**config.mk**
```make
export PLATFORM = sky130hd
export DESIGN_NAME = dm_arbiter_flat
export DESIGN_NICKNAME = d
export VERILOG_FILES = /design/src/rtl/dm_arbiter_pkg.sv /design/src/rtl/dm_arbiter_if.sv /design/src/rtl/dm_arbiter_wait_counter.sv /design/src/rtl/dm_arbiter.sv /design/src/flat_wrapper.sv
export SDC_FILE = /design/constraint.sdc
export NUM_CORES = 1
export LEC_CHECK = 0
export ABC_CLOCK_PERIOD_IN_PS = 4870
export CORE_AREA = 2 2 121 123
export DETAILED_ROUTE_END_ITERATION = 7
export DIE_AREA = 0 0 123 125
export HOLD_SLACK_MARGIN = 0.03
export PLACE_DENSITY = 0.7
export SLEW_MARGIN = 25
export SYNTH_ARGS = -nofsm -noshare
export SYNTH_HDL_FRONTEND = slang
export SYNTH_SLANG_ARGS = --single-unit
```
**constraint.sdc**
```tcl
create_clock -name clk -period 4.87 [get_ports clk]
set_input_delay 1.461 -clock clk [delete_from_list [all_inputs] [get_ports clk]]
set_output_delay 1.461 -clock clk [all_outputs]
set_load 0.005 [all_outputs]
```
**src/rtl/dm_arbiter_pkg.sv**
```systemverilog
// Shared types and constants for the data-memory arbiter.
// DM_ERR_DATA is the read word returned on a DM_TIMEOUT_EN abort.
package dm_arb_pkg;

   typedef enum logic [1:0] {
      IDLE     = 2'd0,
      CPU_BUSY = 2'd1,
      DMA_BUSY = 2'd2
   } state_t;

   localparam logic [31:0] DM_ERR_DATA    = 32'hDEAD_BEEF;
   localparam logic [3:0]  DM_BYTEEN_READ = 4'b0000;
   localparam logic [31:0] DM_WORD_MASK   = 32'hFFFF_FFFC;

   function automatic logic [31:0] word_align(input logic [31:0] addr);
      return addr & DM_WORD_MASK;
   endfunction

endpackage

```
**src/rtl/dm_arbiter_if.sv**
```systemverilog
// Ready-handshake data-memory bus between the arbiter (master) and memory/bridge (slave).
interface dm_arbiter_if;

   logic        mem_req;
   logic [31:0] mem_addr;
   logic [3:0]  mem_byteen;
   logic [31:0] mem_wdata;
   logic        mem_ready;
   logic [31:0] mem_rdata;

   modport master (
      output mem_req, mem_addr, mem_byteen, mem_wdata,
      input  mem_ready, mem_rdata
   );

   modport slave (
      input  mem_req, mem_addr, mem_byteen, mem_wdata,
      output mem_ready, mem_rdata
   );

endinterface

```
**src/rtl/dm_arbiter_wait_counter.sv**
```systemverilog
// Saturating up-counter: clr has priority, inc stops at MAX, sat flags the ceiling.
module dm_wait_counter #(
   parameter int unsigned MAX   = 8,
   parameter int unsigned WIDTH = $clog2(MAX + 1)
) (
   input  logic clk,
   input  logic reset,
   input  logic inc,
   input  logic clr,
   output logic sat
);

   logic [WIDTH-1:0] cnt;

   assign sat = (cnt == WIDTH'(MAX));

   always_ff @(posedge clk or negedge reset) begin
      if (!reset) begin
         cnt <= '0;
      end else if (clr) begin
         cnt <= '0;
      end else if (inc && !sat) begin
         cnt <= cnt + WIDTH'(1);
      end
   end

endmodule

```
**src/rtl/dm_arbiter.sv**
```systemverilog
// Arbitrates the data-memory port between the CPU MEM stage and a DMA/debug port.
// Define DM_TIMEOUT_EN to add the busy-cycle timeout that aborts hung accesses and sets bus_err.
module dm_arbiter
   import dm_arb_pkg::*;
#(
   parameter int unsigned MAX_WAIT = 8
`ifdef DM_TIMEOUT_EN
   ,
   parameter int unsigned TIMEOUT_CYCLES = 255
`endif
) (
   input  logic         clk,
   input  logic         reset,
   input  logic         cpu_req,
   input  logic [31:0]  cpu_addr,
   input  logic [3:0]   cpu_byteen,
   input  logic [31:0]  cpu_wdata,
   output logic [31:0]  cpu_rdata,
   output logic         cpu_stall,
   input  logic         dma_req,
   input  logic [31:0]  dma_addr,
   input  logic [3:0]   dma_byteen,
   input  logic [31:0]  dma_wdata,
   output logic [31:0]  dma_rdata,
   output logic         dma_ack,
   dm_arbiter_if.master mem,
   output logic         bus_err
);

   state_t state, state_nxt;
   logic   grant_cpu, grant_dma;
   logic   wait_inc, wait_sat;
   logic   timeout, done;

   // Completion covers both a real mem_ready and a timeout abort.
   assign done = (state != IDLE) && (mem.mem_ready || timeout);

   always_comb begin
      state_nxt = state;
      grant_cpu = 1'b0;
      grant_dma = 1'b0;
      unique case (state)
         IDLE: begin
            if (dma_req && (!cpu_req || wait_sat)) begin
               grant_dma = 1'b1;
               state_nxt = DMA_BUSY;
            end else if (cpu_req) begin
               grant_cpu = 1'b1;
               state_nxt = CPU_BUSY;
            end
         end
         CPU_BUSY, DMA_BUSY: begin
            if (done) state_nxt = IDLE;
         end
         default: state_nxt = IDLE;
      endcase
   end

   always_ff @(posedge clk or negedge reset) begin
      if (!reset) state <= IDLE;
      else        state <= state_nxt;
   end

   always_ff @(posedge clk or negedge reset) begin
      if (!reset) begin
         mem.mem_req    <= 1'b0;
         mem.mem_addr   <= '0;
         mem.mem_byteen <= '0;
         mem.mem_wdata  <= '0;
      end else if (grant_cpu || grant_dma) begin
         mem.mem_req    <= 1'b1;
         mem.mem_addr   <= word_align(grant_dma ? dma_addr : cpu_addr);
         mem.mem_byteen <= grant_dma ? dma_byteen : cpu_byteen;
         mem.mem_wdata  <= grant_dma ? dma_wdata : cpu_wdata;
      end else if (done) begin
         mem.mem_req    <= 1'b0;
      end
   end

   assign cpu_stall = cpu_req && !((state == CPU_BUSY) && done);
   assign dma_ack   = (state == DMA_BUSY) && done;
   assign cpu_rdata = timeout ? DM_ERR_DATA : mem.mem_rdata;
   assign dma_rdata = timeout ? DM_ERR_DATA : mem.mem_rdata;

   // DMA starvation guard: counts cycles a pending DMA request is passed over.
   assign wait_inc = dma_req && !grant_dma && (state != DMA_BUSY);

   dm_wait_counter #(
      .MAX (MAX_WAIT)
   ) u_wait_cnt (
      .clk   (clk),
      .reset (reset),
      .inc   (wait_inc),
      .clr   (grant_dma),
      .sat   (wait_sat)
   );

`ifdef DM_TIMEOUT_EN
   localparam int unsigned TMR_W =
      ($clog2(TIMEOUT_CYCLES + 1) > 8) ? $clog2(TIMEOUT_CYCLES + 1) : 8;

   logic busy, tmr_sat;

   assign busy    = (state == CPU_BUSY) || (state == DMA_BUSY);
   assign timeout = busy && tmr_sat && !mem.mem_ready;

   dm_wait_counter #(
      .MAX   (TIMEOUT_CYCLES),
      .WIDTH (TMR_W)
   ) u_timeout (
      .clk   (clk),
      .reset (reset),
      .inc   (busy && !mem.mem_ready),
      .clr   (grant_cpu || grant_dma),
      .sat   (tmr_sat)
   );

   always_ff @(posedge clk or negedge reset) begin
      if (!reset)       bus_err <= 1'b0;
      else if (timeout) bus_err <= 1'b1;
   end
`else
   assign timeout = 1'b0;
   assign bus_err = 1'b0;
`endif

endmodule

```
**src/flat_wrapper.sv**
```systemverilog
// flat-port wrapper written by rule: the top's interface ports become plain ports
module dm_arbiter_flat import dm_arb_pkg::*;
#(
   parameter int unsigned MAX_WAIT = 8

)
  (clk, reset, cpu_req, cpu_addr, cpu_byteen, cpu_wdata, cpu_rdata, cpu_stall, dma_req, dma_addr, dma_byteen, dma_wdata, dma_rdata, dma_ack, bus_err, mem_mem_req, mem_mem_addr, mem_mem_byteen, mem_mem_wdata, mem_mem_ready, mem_mem_rdata);
  dm_arbiter_if mem_i ();
  input  logic clk;
  input  logic reset;
  input  logic cpu_req;
  input  logic [31:0] cpu_addr;
  input  logic [3:0] cpu_byteen;
  input  logic [31:0] cpu_wdata;
  output logic [31:0] cpu_rdata;
  output logic cpu_stall;
  input  logic dma_req;
  input  logic [31:0] dma_addr;
  input  logic [3:0] dma_byteen;
  input  logic [31:0] dma_wdata;
  output logic [31:0] dma_rdata;
  output logic dma_ack;
  output logic bus_err;
  output wire logic [$bits(mem_i.mem_req)-1:0] mem_mem_req;
  output wire logic [$bits(mem_i.mem_addr)-1:0] mem_mem_addr;
  output wire logic [$bits(mem_i.mem_byteen)-1:0] mem_mem_byteen;
  output wire logic [$bits(mem_i.mem_wdata)-1:0] mem_mem_wdata;
  input wire logic [$bits(mem_i.mem_ready)-1:0] mem_mem_ready;
  input wire logic [$bits(mem_i.mem_rdata)-1:0] mem_mem_rdata;
  assign mem_mem_req = mem_i.mem_req;
  assign mem_mem_addr = mem_i.mem_addr;
  assign mem_mem_byteen = mem_i.mem_byteen;
  assign mem_mem_wdata = mem_i.mem_wdata;
  assign mem_i.mem_ready = mem_mem_ready;
  assign mem_i.mem_rdata = mem_mem_rdata;
  dm_arbiter #(.MAX_WAIT(MAX_WAIT)) u_core (.clk(clk), .reset(reset), .cpu_req(cpu_req), .cpu_addr(cpu_addr), .cpu_byteen(cpu_byteen), .cpu_wdata(cpu_wdata), .cpu_rdata(cpu_rdata), .cpu_stall(cpu_stall), .dma_req(dma_req), .dma_addr(dma_addr), .dma_byteen(dma_byteen), .dma_wdata(dma_wdata), .dma_rdata(dma_rdata), .dma_ack(dma_ack), .mem(mem_i), .bus_err(bus_err));
endmodule
```
==> results of run 1 <==
==> report_power, final <==
part           switching, uW  internal (uW)
clock network            259            396
registers                152            896
logic                    575            991
total                    986           2280
==> placed cells by master, fill, tap and decap left out, drive strengths merged <==
| master | n |
|---|---|
| nand3 | 3 |
| o21ai | 6 |
| clkdlybuf4s50 | 204 |
| and3b | 1 |
| a21oi | 6 |
| nand2 | 1 |
| clkinv | 4 |
| inv | 8 |
| conb | 3 |
| o22ai | 3 |
| nor2b | 3 |
| nor2 | 1 |
| o221a | 66 |
| ha | 5 |
| dfrtp | 73 |
| buf | 6 |
| nor3 | 2 |
| or3 | 1 |
| a21boi | 1 |
| a21o | 1 |
| bufinv | 1 |
| nand2b | 67 |
| o31ai | 1 |
| clkinvlp | 1 |
| clkbuf | 9 |
| nand3b | 1 |
| and2 | 2 |
==> routing by layer <==
layer  global-route usage, %  vias to the layer above  wire, um
met5                       0                        -         0
met4                    7.02                        0       333
met3                    3.51                       42       904
met2                    25.5                      143      5710
met1                    17.5                     1515      4640
li1                        -                     1439         -
==> per-stage QoR <==
stage          std cells  setup slack [ps]  utilization, %
3_5_place_dp         647               521            39.7
4_1_cts              663               522            41.8
2_1_floorplan        342              1670               -
5_1_grt              664               444            42.0
6_report             664               522            42.0
3_3_place_gp         647               532            39.7
==> state kept, by name, indices dropped and copies added (netlist names) <==
signal and flops:
u_core.u_wait_cnt.cnt 4, u_core.mem.mem_byteen 4, u_core.state 2, u_core.mem.mem_req 1, u_core.mem.mem_wdata 32, u_core.mem.mem_addr 30
==> worst min path at each step <==
stage,cells past startpoint,start,slack (ps),to
floorplan,2,u_core.mem.mem_req,520,u_core.mem.mem_req
global placement,2,u_core.mem.mem_req,540,u_core.mem.mem_req
detailed placement,2,u_core.mem.mem_req,540,u_core.mem.mem_req
CTS,2,u_core.mem.mem_req,560,u_core.mem.mem_req
global route,2,u_core.state[1],590,u_core.state[1]
finish,2,u_core.state[1],560,u_core.state[1]
==> layout make-up <==
cell class	instances	area (um^2)
fillers	1340	8240
repair buffers	210	2140
flip-flops and latches	73	1830
multi-input cells	174	1450
well taps	184	230
clock buffers	9	225
clock inverters	7	70.1
inverters	7	26.3
==> logic make-up after synthesis <==
group | after synthesis | share of synthesized area [%]
DFF | 73 | 46.7
AOI/OAI and AO/OA | 84 | 21.7
buffers and inverters | 95 | 16.9
adders and majority gates | 5 | 1.60
and+or+nand+nor | 82 | 12.9
other | 1 | 0.0959
==> worst max-delay path: cells and delay by family <==
kind                   cells  cell delay [ps]
AO/OA/AOI/OAI              1              130
buffers and inverters      3             1300
==> impl_metrics.csv, run 1 <==
group,metric,value,unit
place,gp_congestion,0.751,
die,start_util,27.5,%
die,die_x,123,um
place,io_buffers,205,
global_routing,grt_pass1_wl,17.7,mm
setup_path,cp_data_required_time,3410,ps
synth,syn_avg_cell_area,11.5,um^2
setup_path,crit_start,"cpu_req",
global_routing,overflow,0,
final_layout,diodes,0,
clocking,cts_tree,"yes",
synth,synth_top_cells_by_area,"dfrtp_1 (47%), buf_4 (14%), o221a_1 (11%)",
setup_path,r2r_cells,6,
clocking,post_cts_buffers,0,
detailed_routing,drt_wl_total,11.6,mm
setup_path,critPathSlowestCell,"clkdlybuf4s50_1",
setup_path,crit_path_end,"cpu_stall",
synth,syn_inst,340,
synth,async_flop_share,100,%
clocking,root_buffer,"clkbuf_16",
synth,synth-seq-cells,73,
synth,synthTopCellsByCount,"dfrtp_1 (73), buf_4 (71), nand2b_1 (67), o221a_1 (39), o221a_2 (27)",
detailed_routing,via_count,3139,
sta,whs,562,ps
sta,skew,7.80,ps
setup_path,crit_chain,"clkdlybuf4s50_1 > inv_1 > a21oi_1 > clkdlybuf4s50_1",
pwr,power,3270,uW
final_layout,fin_area,5960,um^2
clocking,postCtsHoldBufs,0,
sta,worst_pin_slew,776,ps
status,status,"finished clean",
die,row_count,44,
global_routing,antenna_found_initial,0,
setup_path,crit_type,"in -> out",
global_routing,grt_max_degree,74,
global_routing,grt_usage,15.0,%
clocking,clk_pin_slew,60,ps
detailed_routing,initialDrtViolationCount,151,
clocking,clk_latency,330,ps
die,die_h,125,um
sta,finalHoldViolations,0,
sta,min_period,4350,ps
die,ioPinCount,309,
sta,rsz0062_at_grt,"false",
pwr,ir_drop,249,uV
clocking,numCtsBuffers,9,
detailed_routing,drtAntennaViolNets,0,
run,cap_viol_max_count,0,
worst_hold_path,min_path_type,"reg -> reg",
setup_path,timing.rr.start,"u_core.u_wait_cnt.cnt[0]",
die,core_area,14200,um^2
sta,slew_viol_final,0,
sta,tns,0,ps
sta,maxSlewHeadroom,48.2,%
detailed_routing,drc_errors,0,
clocking,cts_repair_resize_count,0,
setup_path,reg2reg_to,"u_core.mem.mem_addr[11]",
synth,synth.most_common_cell,"dfrtp_1",
die,die_area,15400,um^2
global_routing,grt_pass1_vias,3441,
setup_path,critPathMaxStageDelay,630,ps
sta,setup_viol,0,
detailed_routing,avgRoutedWirePerCell,17.5,um
setup_path,end_kind,"output port",
clocking,h-tree-depth,3,
synth,ys.flop_type,"dfrtp_1",
synth,yosysSeqAreaShare,46.7,%
final_layout,fin_nets,653,
place,dpl-instance-area,5640,um^2
setup_path,worstPathMaxFanout,6,
detailed_routing,vias_per_cell,4.73,
clocking,cts_sinks,73,
final_layout,syn2layout_area_growth,52.5,%
sta,finalCritPeriodShare,89.3,%
final_layout,drive_gt1_share,10.8,%
setup_path,critPathLaunchType,"primary input",
sta,fmax,0.230,GHz
detailed_routing,drtPass1Iterations,4,
synth,synth-edff-count,0,
synth,synth_top_area_share,46.7,%
pwr,leakagePower,0.00227,uW
clocking,cts.path.max_buffers,2,
setup_path,rrSetupSlack,2590,ps
synth,yosys_warnings,0,
pwr,power.density,548,nW/um^2
setup_path,crit_top_cell,"clkdlybuf4s50_1",
synth,yosys.area.top_type,"dfrtp_1",
synth,yosysUniqueCellTypes,29,
place,dp.final_hpwl,8.18,mm
synth,netlist_area,3910,um^2
setup_path,crit_arrival,2890,ps
Note: power is estimated with default switching activity, not from simulation.
==> run 2: changes to the inputs <==
--- a/config.mk
+++ b/config.mk
@@ -9,7 +9,6 @@
 export CORE_AREA = 2 2 121 123
 export DETAILED_ROUTE_END_ITERATION = 7
 export DIE_AREA = 0 0 123 125
-export HOLD_SLACK_MARGIN = 0.03
 export PLACE_DENSITY = 0.7
 export SLEW_MARGIN = 25
 export SYNTH_ARGS = -nofsm -noshare
==> results of run 2 <==
Same layout as run 1: the final DEF is identical, and so are final timing and power.
==> run 3: changes to the inputs <==
--- a/config.mk
+++ b/config.mk
@@ -9,7 +9,8 @@
 export CORE_AREA = 2 2 121 123
 export DETAILED_ROUTE_END_ITERATION = 7
 export DIE_AREA = 0 0 123 125
-export PLACE_DENSITY = 0.7
+export GPL_TIMING_DRIVEN = 0
+export PLACE_DENSITY = 0.81
 export SLEW_MARGIN = 25
 export SYNTH_ARGS = -nofsm -noshare
 export SYNTH_HDL_FRONTEND = slang
==> impl_metrics.csv, run 3 (synthesized netlist as in run 1, its figures left out) <==
group,metric,value,unit
setup_path,cp_data_required_time,3410,ps
sta,rsz0062_at_grt,"false",
clocking,post_cts_buffers,0,
final_layout,syn2layout_area_growth,84.2,%
final_layout,final_util,50.7,%
sta,fmax,0.232,GHz
final_layout,instances_no_fill,812,
clocking,postCtsHoldBufs,0,
run,cap_viol_max_count,0,
sta,whs,552,ps
detailed_routing,drt_wl_total,13.1,mm
setup_path,crit_arrival,2860,ps
final_layout,largest_register,"u_core.mem.mem_wdata",
clocking,cts_repair_resize_count,0,
final_layout,drive_gt1_share,20.4,%
detailed_routing,initialDrtViolationCount,162,
pwr,p_int,2490,uW
detailed_routing,drtAntennaViolNets,0,
final_layout,diodes,0,
final_layout,fin_nets,801,
die,ioPinCount,309,
clocking,clk_pin_slew,60,ps
status,status,"finished clean",
sta,finalCritPeriodShare,88.6,%
pwr,swShare,28.7,%
clocking,clk_latency,330,ps
global_routing,overflow,0,
final_layout,largest_reg_flops,32,
detailed_routing,avgRoutedWirePerCell,16.1,um
final_layout,final_cell_mix,"clkdlybuf4s50_1 (268), dfrtp_1 (73), buf_4 (72), nand2b_1 (67), o221a_1 (39)",
setup_path,critPathMaxStageDelay,590,ps
detailed_routing,drc_errors,0,
detailed_routing,vias_per_cell,4.53,
setup_path,end_kind,"output port",
pwr,combPwrFrac,48.1,%
sta,slew_viol_final,0,
die,row_count,44,
setup_path,crit_type,"in -> out",
global_routing,grt_max_degree,39,
setup_path,crit_family,"buffers and inverters",
setup_path,critPathLaunchType,"primary input",
global_routing,grt_usage,16.8,%
pwr,total_switching_power,1000,uW
die,start_util,27.5,%
die,die_x,123,um
clocking,root_buffer,"clkbuf_16",
global_routing,antenna_found_initial,0,
place,dp.final_hpwl,10.4,mm
clocking,cts.path.max_buffers,2,
place,place_ws,549,ps
setup_path,critPathSlowestCell,"clkdlybuf4s50_1",
sta,fin_ws,553,ps
sta,min_period,4320,ps
pwr,power.density,484,nW/um^2
setup_path,crit_chain,"clkdlybuf4s50_1 > inv_1 > a21oi_1 > clkdlybuf4s50_1",
detailed_routing,via_count,3682,
setup_path,crit_buf_inv,3,
pwr,ir_drop,291,uV
die,core_area,14200,um^2
final_layout,top_regs,"u_core.mem.mem_wdata x32, u_core.mem.mem_addr x30",
clocking,h-tree-depth,3,
clocking,numCtsBuffers,9,
place,dp_cells,796,
pwr,clkPwrFrac,21.7,%
setup_path,crit_top_cell,"clkdlybuf4s50_1",
global_routing,grt_pass1_vias,3926,
pwr,pwr-share-seq,30.2,%
pwr,leakagePower,0.00291,uW
sta,setup_viol,0,
pwr,power,3490,uW
sta,skew,7.95,ps
detailed_routing,drtPass1Iterations,4,
global_routing,grt_pass1_wl,20.1,mm
clocking,cts_sinks,73,
final_layout,mostFrequentLayoutCell,"clkdlybuf4s50_1",
worst_hold_path,min_path_type,"reg -> reg",
place,gp_congestion,0.738,
place,io_buffers,269,
die,die_h,125,um
sta,finalHoldViolations,0,
die,die_area,15400,um^2
setup_path,worstPathMaxFanout,6,
clocking,cts_tree,"yes",
[run 3: changes by cell type in the layout (fill, tap and decap cells not counted), sizes merged]
cell           change
inv                -1
clkbuf             +5
buf               +80
clkinvlp           -1
clkdlybuf4s50     +64
clkinv             -1
bufinv             +2
[run 3: final timing paths]
path	from	end	slack, ps	depth (start not counted)
worst max-delay path	cpu_req	cpu_stall	550	4
worst min-delay path	u_core.mem.mem_req	u_core.mem.mem_req	550	2
max in group asynchronous	reset	u_core.mem.mem_wdata[1]	3210	2
worst max register to register	u_core.u_wait_cnt.cnt[0]	u_core.mem.mem_addr[20]	2890	7
min in group asynchronous	reset	u_core.mem.mem_addr[5]	1080	1
worst min register to register	u_core.mem.mem_req	u_core.mem.mem_req	550	2
[run 3: routing by layer]
metal	wire length [um]	up-vias	track usage [%]
li1	-	1727	-
met1	4950	1717	19.2
met3	1310	21	5.20
met5	0	-	0
met4	298	0	6.42
met2	6550	217	29.1
[run 3: tightest hold or removal path, cell delays in order (launching register included)]
cell     delay [ps]
dfrtp_1         370
o31ai_1          80
o21ai_0          70
[run 3: power by group through the flow]
stage | combinational [uW] | sequential [uW] | clock [uW]
after CTS | 1700 | 1050 | 778
after detailed placement | 1690 | 1050 | 0
final | 1680 | 1050 | 755
after global routing | 1830 | 1090 | 801
after global placement | 1660 | 1040 | 0
after floorplan | 746 | 1060 | 0
[run 3: layout make-up]
type | count | area, um^2
tap | 184 | 230
multi-input combinational | 174 | 1430
fill | 1212 | 7000
inverter | 7 | 26.3
sequential | 73 | 1830
clock buffer | 10 | 239
timing repair buffer | 270 | 2710
clock inverter | 6 | 105
buffer | 88 | 636
[run 3: stage by stage]
step                TNS [ps]  cell area, um^2
detailed placement         0             6860
CTS                        0             7200
global route               0             7200
global placement       -9890             6840
finish                     0             7200
floorplan                  0             3920
